File: src/rtl/gpio_in_pkg.sv
// Shared definitions for the gpio_in memory-mapped input port: register
// offsets, the default base address, register-select encoding and decode helper.
package gpio_in_pkg;

    // Default byte address of register 0 (DATA).
    localparam logic [31:0] GPIO_IN_BASE = 32'h0002_0100;

    // Byte offsets of the four registers inside the 16-byte window.
    localparam logic [3:0] GPIO_IN_DATA = 4'h0;
    localparam logic [3:0] GPIO_IN_EDGE = 4'h4;
    localparam logic [3:0] GPIO_IN_RAW  = 4'h8;
    localparam logic [3:0] GPIO_IN_MASK = 4'hC;

    // Word select taken from addr[3:2]; byte lane bits addr[1:0] are ignored.
    typedef enum logic [1:0] {
        REG_DATA = GPIO_IN_DATA[3:2],
        REG_EDGE = GPIO_IN_EDGE[3:2],
        REG_RAW  = GPIO_IN_RAW[3:2],
        REG_MASK = GPIO_IN_MASK[3:2]
    } gpio_in_reg_e;

    // The block claims the whole 16-byte window that shares addr[31:4] with the base.
    function automatic logic gpio_in_hit(input logic [27:0] addr_hi,
                                         input logic [27:0] base_hi);
        return addr_hi == base_hi;
    endfunction

endpackage

File: src/rtl/gpio_in_if.sv
// Load/store port between the core's EX/WB path and the gpio_in register file.
// Address and strobes are presented in EX; read data comes back one cycle later.
interface gpio_in_if;

    logic [31:0] addr;
    logic        rd_en;
    logic        wr_en;
    logic [7:0]  wr_data;
    logic [31:0] rd_data;
    logic        rd_hit;

    // Core side: drives the EX-stage access, consumes WB-stage read data.
    modport master (
        output addr,
        output rd_en,
        output wr_en,
        output wr_data,
        input  rd_data,
        input  rd_hit
    );

    // Peripheral side: decodes the access and returns registered read data.
    modport slave (
        input  addr,
        input  rd_en,
        input  wr_en,
        input  wr_data,
        output rd_data,
        output rd_hit
    );

endinterface

File: src/rtl/gpio_in_debounce.sv
// Single-bit debouncer: the output level follows the synchronized input only
// after it has differed from the current level for DB_CYCLES consecutive
// cycles. rise_o pulses in the cycle the level is about to go 0->1.
module gpio_in_debounce
    import gpio_in_pkg::*;
#(
    parameter logic [15:0] DB_CYCLES = 16'd50000
) (
    input  logic clk,
    input  logic rst_n,
    input  logic din,
    output logic level_o,
    output logic rise_o
);

    // The counter only ever reaches DB_CYCLES-1 before being cleared, so this width never wraps.
    localparam int CNT_W = $clog2(DB_CYCLES);
    localparam logic [CNT_W-1:0] CNT_LAST = CNT_W'(DB_CYCLES - 16'd1);

    logic [CNT_W-1:0] cnt_q, cnt_d;
    logic             level_q, level_d;

    // Count consecutive cycles of disagreement; any agreement restarts the count.
    always_comb begin
        cnt_d   = cnt_q;
        level_d = level_q;
        if (din != level_q) begin
            if (cnt_q == CNT_LAST) begin
                level_d = din;
                cnt_d   = '0;
            end else begin
                cnt_d = cnt_q + CNT_W'(1);
            end
        end else begin
            cnt_d = '0;
        end
    end

    // Counter and qualified level state.
    always_ff @(posedge clk or negedge rst_n) begin
        if (!rst_n) begin
            cnt_q   <= '0;
            level_q <= 1'b0;
        end else begin
            cnt_q   <= cnt_d;
            level_q <= level_d;
        end
    end

    assign level_o = level_q;
    // Looks at the next level so the sticky edge bit sets on the same clock edge as the level.
    assign rise_o  = level_d & ~level_q;

endmodule

File: src/rtl/gpio_in.sv
// gpio_in: memory-mapped input port. Synchronizes and debounces external pins,
// latches rising edges in write-1-to-clear sticky bits, and exposes DATA/EDGE/
// RAW/MASK registers to the core's load/store path with one-cycle read latency.
// irq is the registered OR of masked edge bits.
module gpio_in
    import gpio_in_pkg::*;
#(
    parameter int          WIDTH     = 8,
    parameter logic [31:0] BASE_ADDR = GPIO_IN_BASE,
    parameter logic [15:0] DB_CYCLES = 16'd50000
) (
    input  logic             clk,
    input  logic             rst_n,
    input  logic [WIDTH-1:0] pin_i,
    gpio_in_if.slave         bus,
    output logic             irq
);

    // Two-flop synchronizer stages.
    logic [WIDTH-1:0] s1_q, s1_d;
    logic [WIDTH-1:0] s2_q, s2_d;

    // Debounced level and rising-edge pulses from the per-bit debouncers.
    logic [WIDTH-1:0] level;
    logic [WIDTH-1:0] rise;

    // Register file state.
    logic [WIDTH-1:0] edge_q, edge_d;
    logic [WIDTH-1:0] mask_q, mask_d;

    // Registered read return and interrupt.
    logic [31:0] rd_data_q, rd_data_d;
    logic        rd_hit_q, rd_hit_d;
    logic        irq_q, irq_d;

    // Access decode.
    logic         hit;
    gpio_in_reg_e sel;
    logic         wr_edge;
    logic         wr_mask;
    logic [31:0]  rd_word;

    // Byte-lane address bits and store data above WIDTH carry no meaning here.
    logic unused_bus;
    assign unused_bus = ^{bus.addr[1:0], bus.wr_data};

    // Synchronizer next-state: pin_i -> s1 -> s2.
    always_comb begin
        s1_d = pin_i;
        s2_d = s1_q;
    end

    // Synchronizer flops.
    always_ff @(posedge clk or negedge rst_n) begin
        if (!rst_n) begin
            s1_q <= '0;
            s2_q <= '0;
        end else begin
            s1_q <= s1_d;
            s2_q <= s2_d;
        end
    end

    for (genvar i = 0; i < WIDTH; i++) begin : g_db
        gpio_in_debounce #(
            .DB_CYCLES(DB_CYCLES)
        ) u_db (
            .clk    (clk),
            .rst_n  (rst_n),
            .din    (s2_q[i]),
            .level_o(level[i]),
            .rise_o (rise[i])
        );
    end

    // Address decode and write strobes for the two writable registers.
    always_comb begin
        hit     = gpio_in_hit(bus.addr[31:4], BASE_ADDR[31:4]);
        sel     = gpio_in_reg_e'(bus.addr[3:2]);
        wr_edge = bus.wr_en & hit & (sel == REG_EDGE);
        wr_mask = bus.wr_en & hit & (sel == REG_MASK);
    end

    // EDGE/MASK update; a new rising edge beats a same-cycle clear of the same bit.
    always_comb begin
        edge_d = rise | (edge_q & ~(wr_edge ? bus.wr_data[WIDTH-1:0] : {WIDTH{1'b0}}));
        mask_d = wr_mask ? bus.wr_data[WIDTH-1:0] : mask_q;
        irq_d  = |(edge_d & mask_d);
    end

    // Read mux over current (pre-update) register values; unused upper bits read 0.
    always_comb begin
        rd_word = '0;
        unique case (sel)
            REG_DATA: rd_word[WIDTH-1:0] = level;
            REG_EDGE: rd_word[WIDTH-1:0] = edge_q;
            REG_RAW:  rd_word[WIDTH-1:0] = s2_q;
            REG_MASK: rd_word[WIDTH-1:0] = mask_q;
            default:  rd_word = '0;
        endcase
        rd_hit_d  = bus.rd_en & hit;
        rd_data_d = rd_hit_d ? rd_word : 32'h0;
    end

    // Register file, read return and interrupt flops.
    always_ff @(posedge clk or negedge rst_n) begin
        if (!rst_n) begin
            edge_q    <= '0;
            mask_q    <= '0;
            rd_data_q <= '0;
            rd_hit_q  <= 1'b0;
            irq_q     <= 1'b0;
        end else begin
            edge_q    <= edge_d;
            mask_q    <= mask_d;
            rd_data_q <= rd_data_d;
            rd_hit_q  <= rd_hit_d;
            irq_q     <= irq_d;
        end
    end

    assign bus.rd_data = rd_data_q;
    assign bus.rd_hit  = rd_hit_q;
    assign irq         = irq_q;

endmodule

File: src/flat_wrapper.sv
// flat-port wrapper written by rule: the top's interface ports become plain ports
module gpio_in_flat import gpio_in_pkg::*;
#(
    parameter int          WIDTH     = 8,
    parameter logic [31:0] BASE_ADDR = GPIO_IN_BASE,
    parameter logic [15:0] DB_CYCLES = 16'd50000
)
  (clk, rst_n, pin_i, irq, bus_addr, bus_rd_en, bus_wr_en, bus_wr_data, bus_rd_data, bus_rd_hit);
  gpio_in_if bus_i ();
  input  logic clk;
  input  logic rst_n;
  input  logic [WIDTH-1:0] pin_i;
  output logic irq;
  input wire logic [$bits(bus_i.addr)-1:0] bus_addr;
  input wire logic [$bits(bus_i.rd_en)-1:0] bus_rd_en;
  input wire logic [$bits(bus_i.wr_en)-1:0] bus_wr_en;
  input wire logic [$bits(bus_i.wr_data)-1:0] bus_wr_data;
  output wire logic [$bits(bus_i.rd_data)-1:0] bus_rd_data;
  output wire logic [$bits(bus_i.rd_hit)-1:0] bus_rd_hit;
  assign bus_i.addr = bus_addr;
  assign bus_i.rd_en = bus_rd_en;
  assign bus_i.wr_en = bus_wr_en;
  assign bus_i.wr_data = bus_wr_data;
  assign bus_rd_data = bus_i.rd_data;
  assign bus_rd_hit = bus_i.rd_hit;
  gpio_in #(.WIDTH(WIDTH), .BASE_ADDR(BASE_ADDR), .DB_CYCLES(DB_CYCLES)) u_core (.clk(clk), .rst_n(rst_n), .pin_i(pin_i), .bus(bus_i), .irq(irq));
endmodule
File: config.mk
export PLATFORM = sky130hd
export DESIGN_NAME = gpio_in_flat
export DESIGN_NICKNAME = d
export VERILOG_FILES = /design/src/rtl/gpio_in_pkg.sv /design/src/rtl/gpio_in_if.sv /design/src/rtl/gpio_in_debounce.sv /design/src/rtl/gpio_in.sv /design/src/flat_wrapper.sv
export SDC_FILE = /design/constraint.sdc
export NUM_CORES = 1
export LEC_CHECK = 0
export CAP_MARGIN = 20
export CELL_PAD_IN_SITES_DETAIL_PLACEMENT = 1
export CELL_PAD_IN_SITES_GLOBAL_PLACEMENT = 2
export CORE_MARGIN = 3
export CORE_UTILIZATION = 40
export CTS_CLUSTER_DIAMETER = 60
export DETAILED_ROUTE_END_ITERATION = 10
export PLACE_DENSITY = 0.86
export SETUP_SLACK_MARGIN = 0.4
export SLEW_MARGIN = 30
export SYNTH_ARGS = -nofsm -noshare
export SYNTH_HDL_FRONTEND = slang
export SYNTH_SLANG_ARGS = --single-unit
File: constraint.sdc
create_clock -name clk -period 3.65 [get_ports clk]
set_input_delay 0.365 -clock clk [delete_from_list [all_inputs] [get_ports clk]]
set_output_delay 0.365 -clock clk [all_outputs]
set_load 0.05 [all_outputs]
After elaboration in Yosys (flattened, before gate mapping):

Index checks and enable logic that the tools add are counted.

* add/subtract/negate cells: 8
* equality and inequality tests: 20
* muxes and demuxes: 36
* bitwise logic cells: 24
* reductions and logical operators: 2

Operators with widths (number)
* two-way mux 16 bit: 16
* adder 16 x 1 -> 16 bit, second input constant: 8
* == test 16 bit, second input constant: 8
* case mux 8 bit (4 select lines): 1
* == test 28 x 14 -> 1 bit, second input constant: 1
* two-way mux 8 bit: 3
* AND 8 bit: 2
* two-way mux 1 bit: 16
* AND 1 bit: 12
* inequality test 1 bit: 8
* inverter 1 bit: 8
* inverter 8 bit: 1
* OR 8 bit: 1
* OR reduction 8 bit: 1
* == test 2 bit, second input constant: 2
* == test 2 x 1 -> 1 bit, second input constant: 1
* logical NOT 2 bit: 1

* register bits: 202
* input port bits: 52

Longest topological paths before layout:

* depth in word-level cells: 9
* mapped depth: 7
* depth with buffers taken out: 7

Cells and area by module:

Synthesis repeated with hierarchy kept, for this count alone.

* cell total of the unflattened synthesis: 795
* area, all modules: 9389.0 µm²

By module, submodules not included
* gpio_in_debounce: times used 8, cells each 82, area an instance 933.4 µm²
* gpio_in: times used 1, cells each 139, area an instance 1921.8 µm²

Worst setup path after synthesis:

No wires, ideal clock.

* path type: input -> register
* start: in bus_addr[19]
* end: reg u_core.irq_q (netlist: u_core.irq)
* arrival: 2.358 ns
* required time: 3.511 ns
* path slack: 1.153 ns
* stages: 6
* path buffers: 0
* path through: or4_4 nor3b_4 nand4_4 mux2_4 a22o_1 or4_1

* elaborated cells on any way between the ends: 11
* those cells by class: 1 x eq/ne; 2 x mux; 7 x bitwise; 1 x reduce/logical

RTL lines
* from (decl): line flat_wrapper.sv:14 `input wire logic [$bits(bus_i.addr)-1:0] bus_addr;`
* == test 28 x 14 -> 1 bit: line gpio_in_pkg.sv:25 `return addr_hi == base_hi;`
* AND 1 bit (2 in series): line gpio_in.sv:81 `wr_mask = bus.wr_en & hit & (sel == REG_MASK);`
* two-way mux 8 bit: line gpio_in.sv:87 `mask_d = wr_mask ? bus.wr_data[WIDTH-1:0] : mask_q;`
* net u_core.mask_d[6]: line gpio_in.sv:29 `logic [WIDTH-1:0] mask_q, mask_d;`
* AND 8 bit: line gpio_in.sv:88 `irq_d = |(edge_d & mask_d);`
* OR reduction 8 bit: line gpio_in.sv:88
* net u_core.irq_d: line gpio_in.sv:34 `logic irq_q, irq_d;`
* to (signal assigned): line gpio_in.sv:118 `irq_q <= irq_d;`
* to (decl): line gpio_in.sv:34

The timed path passes the listed nets, and every way through them passes these cells.

Final worst setup path:

* start: in bus_addr[27]
* end: reg u_core.irq_q (netlist: u_core.irq)

* word-level cells in the longest chain between the ends: 9
* elaborated cells on any way between the ends: 11
* those cells by class: 1 x eq/ne; 2 x mux; 7 x bitwise; 1 x reduce/logical

Ends and longest elaborated chain
* == test 28 x 14 -> 1 bit: line gpio_in_pkg.sv:25
* AND 1 bit (2 in series): line gpio_in.sv:80 `wr_edge = bus.wr_en & hit & (sel == REG_EDGE);`
* two-way mux 8 bit: line gpio_in.sv:86 `edge_d = rise | (edge_q & ~(wr_edge ? bus.wr_data[WIDTH-1:0] : {WIDTH{1'b0}}));`
* inverter 8 bit: line gpio_in.sv:86
* AND 8 bit: line gpio_in.sv:86
* OR 8 bit: line gpio_in.sv:86
* net u_core.edge_d[6]: line gpio_in.sv:28 `logic [WIDTH-1:0] edge_q, edge_d;`
* AND 8 bit: line gpio_in.sv:88
* OR reduction 8 bit: line gpio_in.sv:88
* net u_core.irq_d: line gpio_in.sv:34

The timed path passes the listed nets, and every way through them passes these cells.

==> results.py <==
metrics = {
    "yosys": {
        "yosysSeqAreaShare": 0.539,
        "synthCells": 756,
        "synth_ff_type": "dfrtp_1",
        "synth_simple_gate_area_frac": 0.235,
        "synth_top_family_by_area": "simple AND/OR/NAND/NOR gates",
        "synth_xor_xnor_area_share": 0.126,
        "synth_area_um2": 8260,
        "synth.ff_latch_count": 178,
        "syn_area_per_cell_um2": 10.9,
        "ys_async_sr_fraction": 1.00,
        "muxShareOfSynthArea": 0.0441,
        "synth_adder_area_share": 0.0121,
        "synth.distinct_cells": 39,
        "synth_warnings": 0,
        "synth_enable_flop_cells": 0,
        "synth_compound_area_frac": 0.0148,
    },
    "timing": {
        "finalCritPeriodShare": 0.722,
        "finClkSkew_ns": 0.00723,
        "clock.fmax_mhz": 379,
        "relSlewSlack": 0.527,
        "period_minus_slack_ns": 2.64,
        "setup_viol": 0,
        "hold_violations": 0,
        "worst_pin_slew_ns": 0.709,
        "rsz0062_at_grt": "false",
        "slew_viol_final": 0,
        "tns_ns": 0,
    },
    "run_status": {
        "status": "finished, final reports clean",
    },
    "grt": {
        "grt_pass1_vias": 6223,
        "grtUsageTotal": 0.171,
        "grt_max_degree": 78,
        "global_route.overflow_total": 0,
        "antenna_found_initial": 0,
        "grt_pass1_wl_mm": 30.8,
    },
    "worst_setup_path": {
        "slowest_delay_ns": 0.51,
        "path_class": "in -> reg",
        "crit_chain": "clkdlybuf4s50_1 > nor4_1 > and4b_1 > nand3_2 > a221o_1 > a22o_1 > or4_1",
        "crit_buf_inv": 1,
        "critPathTopFamily": "simple AND/OR/NAND/NOR gates",
        "cp_slowest_cell": "or4_1",
        "critPathLaunchType": "input port",
        "cp.arrival_ns": 2.93,
        "end_kind": "register",
        "cp_max_fo": 8,
        "required_ns": 3.95,
    },
    "clock_network": {
        "numCtsBuffers": 17,
        "clk-insertion-delay-late_ns": 0.42,
        "clk_pin_slew_ns": 0.06,
        "cts_setup_buffers": 0,
        "htree_levels": 4,
        "root_buffer": "clkbuf_16",
        "cts.path.max_buffers": 2,
        "cts_tree": "yes",
        "cts_sinks": 178,
    },
    "final_layout": {
        "fin_cells": 1107,
        "layout_common_cells": "178 x dfrtp_1, 146 x nor2_1, 67 x xor2_1",
        "area_growth_pct": 17.1,
        "post-route-util": 0.488,
        "fillers": 2141,
        "final_layout_size_suffix_gt1_frac": 0.0760,
        "finalNetCount": 889,
        "layout_commonest_cell": "dfrtp_1",
        "antennaDiodeCount": 0,
    },
    "routing": {
        "remaining_drc_errors": 0,
        "met3_length_um": 538,
        "drtIter0Drc": 173,
        "wl_met2_mm": 9.60,
        "wl_per_cell_um": 16.5,
        "viasPerCell": 5.13,
        "ant_nets": 0,
        "top_layer": "met4",
        "first_pass_iters": 4,
        "met1Wirelength_mm": 8.01,
        "via_count": 5677,
        "drt-total-wl_mm": 18.3,
    },
    "die": {
        "placement_rows": 51,
        "core_area_um2": 19800,
        "dieArea_um2": 22400,
        "start_util": 0.416,
        "boundaryPins": 86,
        "die_h_um": 150,
        "die_w_um": 150,
    },
    "worst_hold_path": {
        "hp-class": "reg -> reg",
    },
    "pwr": {
        "ir_drop_v": 0.000297,
        "leakagePower_uw": 0.00436,
        "power_density_nw_per_um2": 421,
    },
    "flow_run": {
        "drv_cap": 0,
    },
    "place": {
        "gp_congestion": 0.766,
        "dp.cells": 1074,
        "dp_hpwl_mm": 12.9,
        "io_buffers": 59,
    },
}
==> Yosys cell counts (2+ instances only) <==
| master | count | area [um2] |
|---|---|---|
| nand2_1 | 43 | 161 |
| xnor2_1 | 52 | 455 |
| mux4_2 | 8 | 180 |
| and2_1 | 11 | 68.8 |
| xor2_1 | 67 | 587 |
| buf_4 | 24 | 180 |
| and4b_1 | 5 | 50.1 |
| nand3_1 | 31 | 155 |
| nor2b_1 | 24 | 150 |
| nor2_1 | 146 | 548 |
| mux2_2 | 15 | 169 |
| nor4b_1 | 6 | 52.6 |
| nor3b_1 | 3 | 22.5 |
| a211o_1 | 2 | 17.5 |
| nor4bb_1 | 4 | 40.0 |
| ha_1 | 8 | 100 |
| nor3_1 | 12 | 60.1 |
| or4_4 | 2 | 22.5 |
| and4_1 | 13 | 114 |
| and3_1 | 34 | 213 |
| a221o_1 | 6 | 60.1 |
| nor4_1 | 4 | 25.0 |
| clkbuf_1 | 9 | 33.8 |
| nand2b_1 | 2 | 12.5 |
| a22o_1 | 4 | 35.0 |
| inv_1 | 4 | 15.0 |
| dfrtp_1 | 178 | 4450 |
| nand4_1 | 28 | 175 |
==> final timing paths <==
kind	startpoint	endpoint	slack [ns]	cells after the start
min in group asynchronous	rst_n	u_core.g_db[7].u_db.cnt_q[12]	0.53	2
min reg2reg	u_core.s1_q[2]	u_core.s2_q[2]	0.35	0
max	bus_addr[27]	u_core.irq	1.01	7
max reg2reg	u_core.g_db[0].u_db.cnt_q[0]	u_core.irq	1.19	7
max in group asynchronous	rst_n	u_core.g_db[0].u_db.cnt_q[1]	2.14	3
min	u_core.s1_q[2]	u_core.s2_q[2]	0.35	0
==> per-stage QoR <==
stage	setup WS (ns)	hold WS (ns)	power [uW]	cell area [um2]
6_report	1.01	0.350	4070	9680
5_1_grt	0.869	0.360	4240	9680
4_1_cts	1.02	0.351	4120	9680
3_5_place_dp	0.592	0.336	2300	9090
3_3_place_gp	0.562	0.333	2290	9090
2_1_floorplan	1.15	0.0694	2200	8350
==> registers in the layout (all words and copies together) (netlist names) <==
name and cells:
u_core.mask_q 8, u_core.irq 1, u_core.bus.rd_data 8, u_core.bus.rd_hit 1
u_core.edge_q 8, u_core.g_db.u_db.level_o 8, u_core.g_db.u_db.cnt_q 128, u_core.s2_q 8
u_core.s1_q 8
==> repair_timing <==
item	4_1_cts	5_1_grt
endpoints found under the setup margin	0	0
hold buffers	1	0
hold endpoints to repair	28	0
resized for setup	0	0
==> cell families (layout without fill, tap and decap cells) <==
logic type	after synthesis	count (layout)
flip-flops	178	178
XOR/XNOR	119	119
AND/OR/NAND/NOR	374	374
other	1	24
multiplexers	24	24
buffers and inverters	38	101
AO/OA/AOI/OAI	14	14
adder cells (fa/ha/maj)	8	8
==> metal layers <==
metal,track usage,vias to the layer above
met5,0,-
met4,0.0375,0
met3,0.0385,10
met2,0.303,76
met1,0.215,2911
li1,-,2680
==> cell type report <==
class	instances	area [um2]	area share
sequential	178	4450	0.460
multi-input combinational	563	3660	0.379
timing repair buffer	65	639	0.0661
clock buffer	22	464	0.0480
tap	265	332	0.0343
clock inverter	10	109	0.0113
inverter	4	15.0	0.00155
==> power by group <==
part           leakage, uW  switching [uW]  internal, uW
logic              0.00165             151          84.5
clock network     0.000280             768          1040
registers          0.00243            22.8          2000
Note: power is estimated with default switching activity, not from simulation.
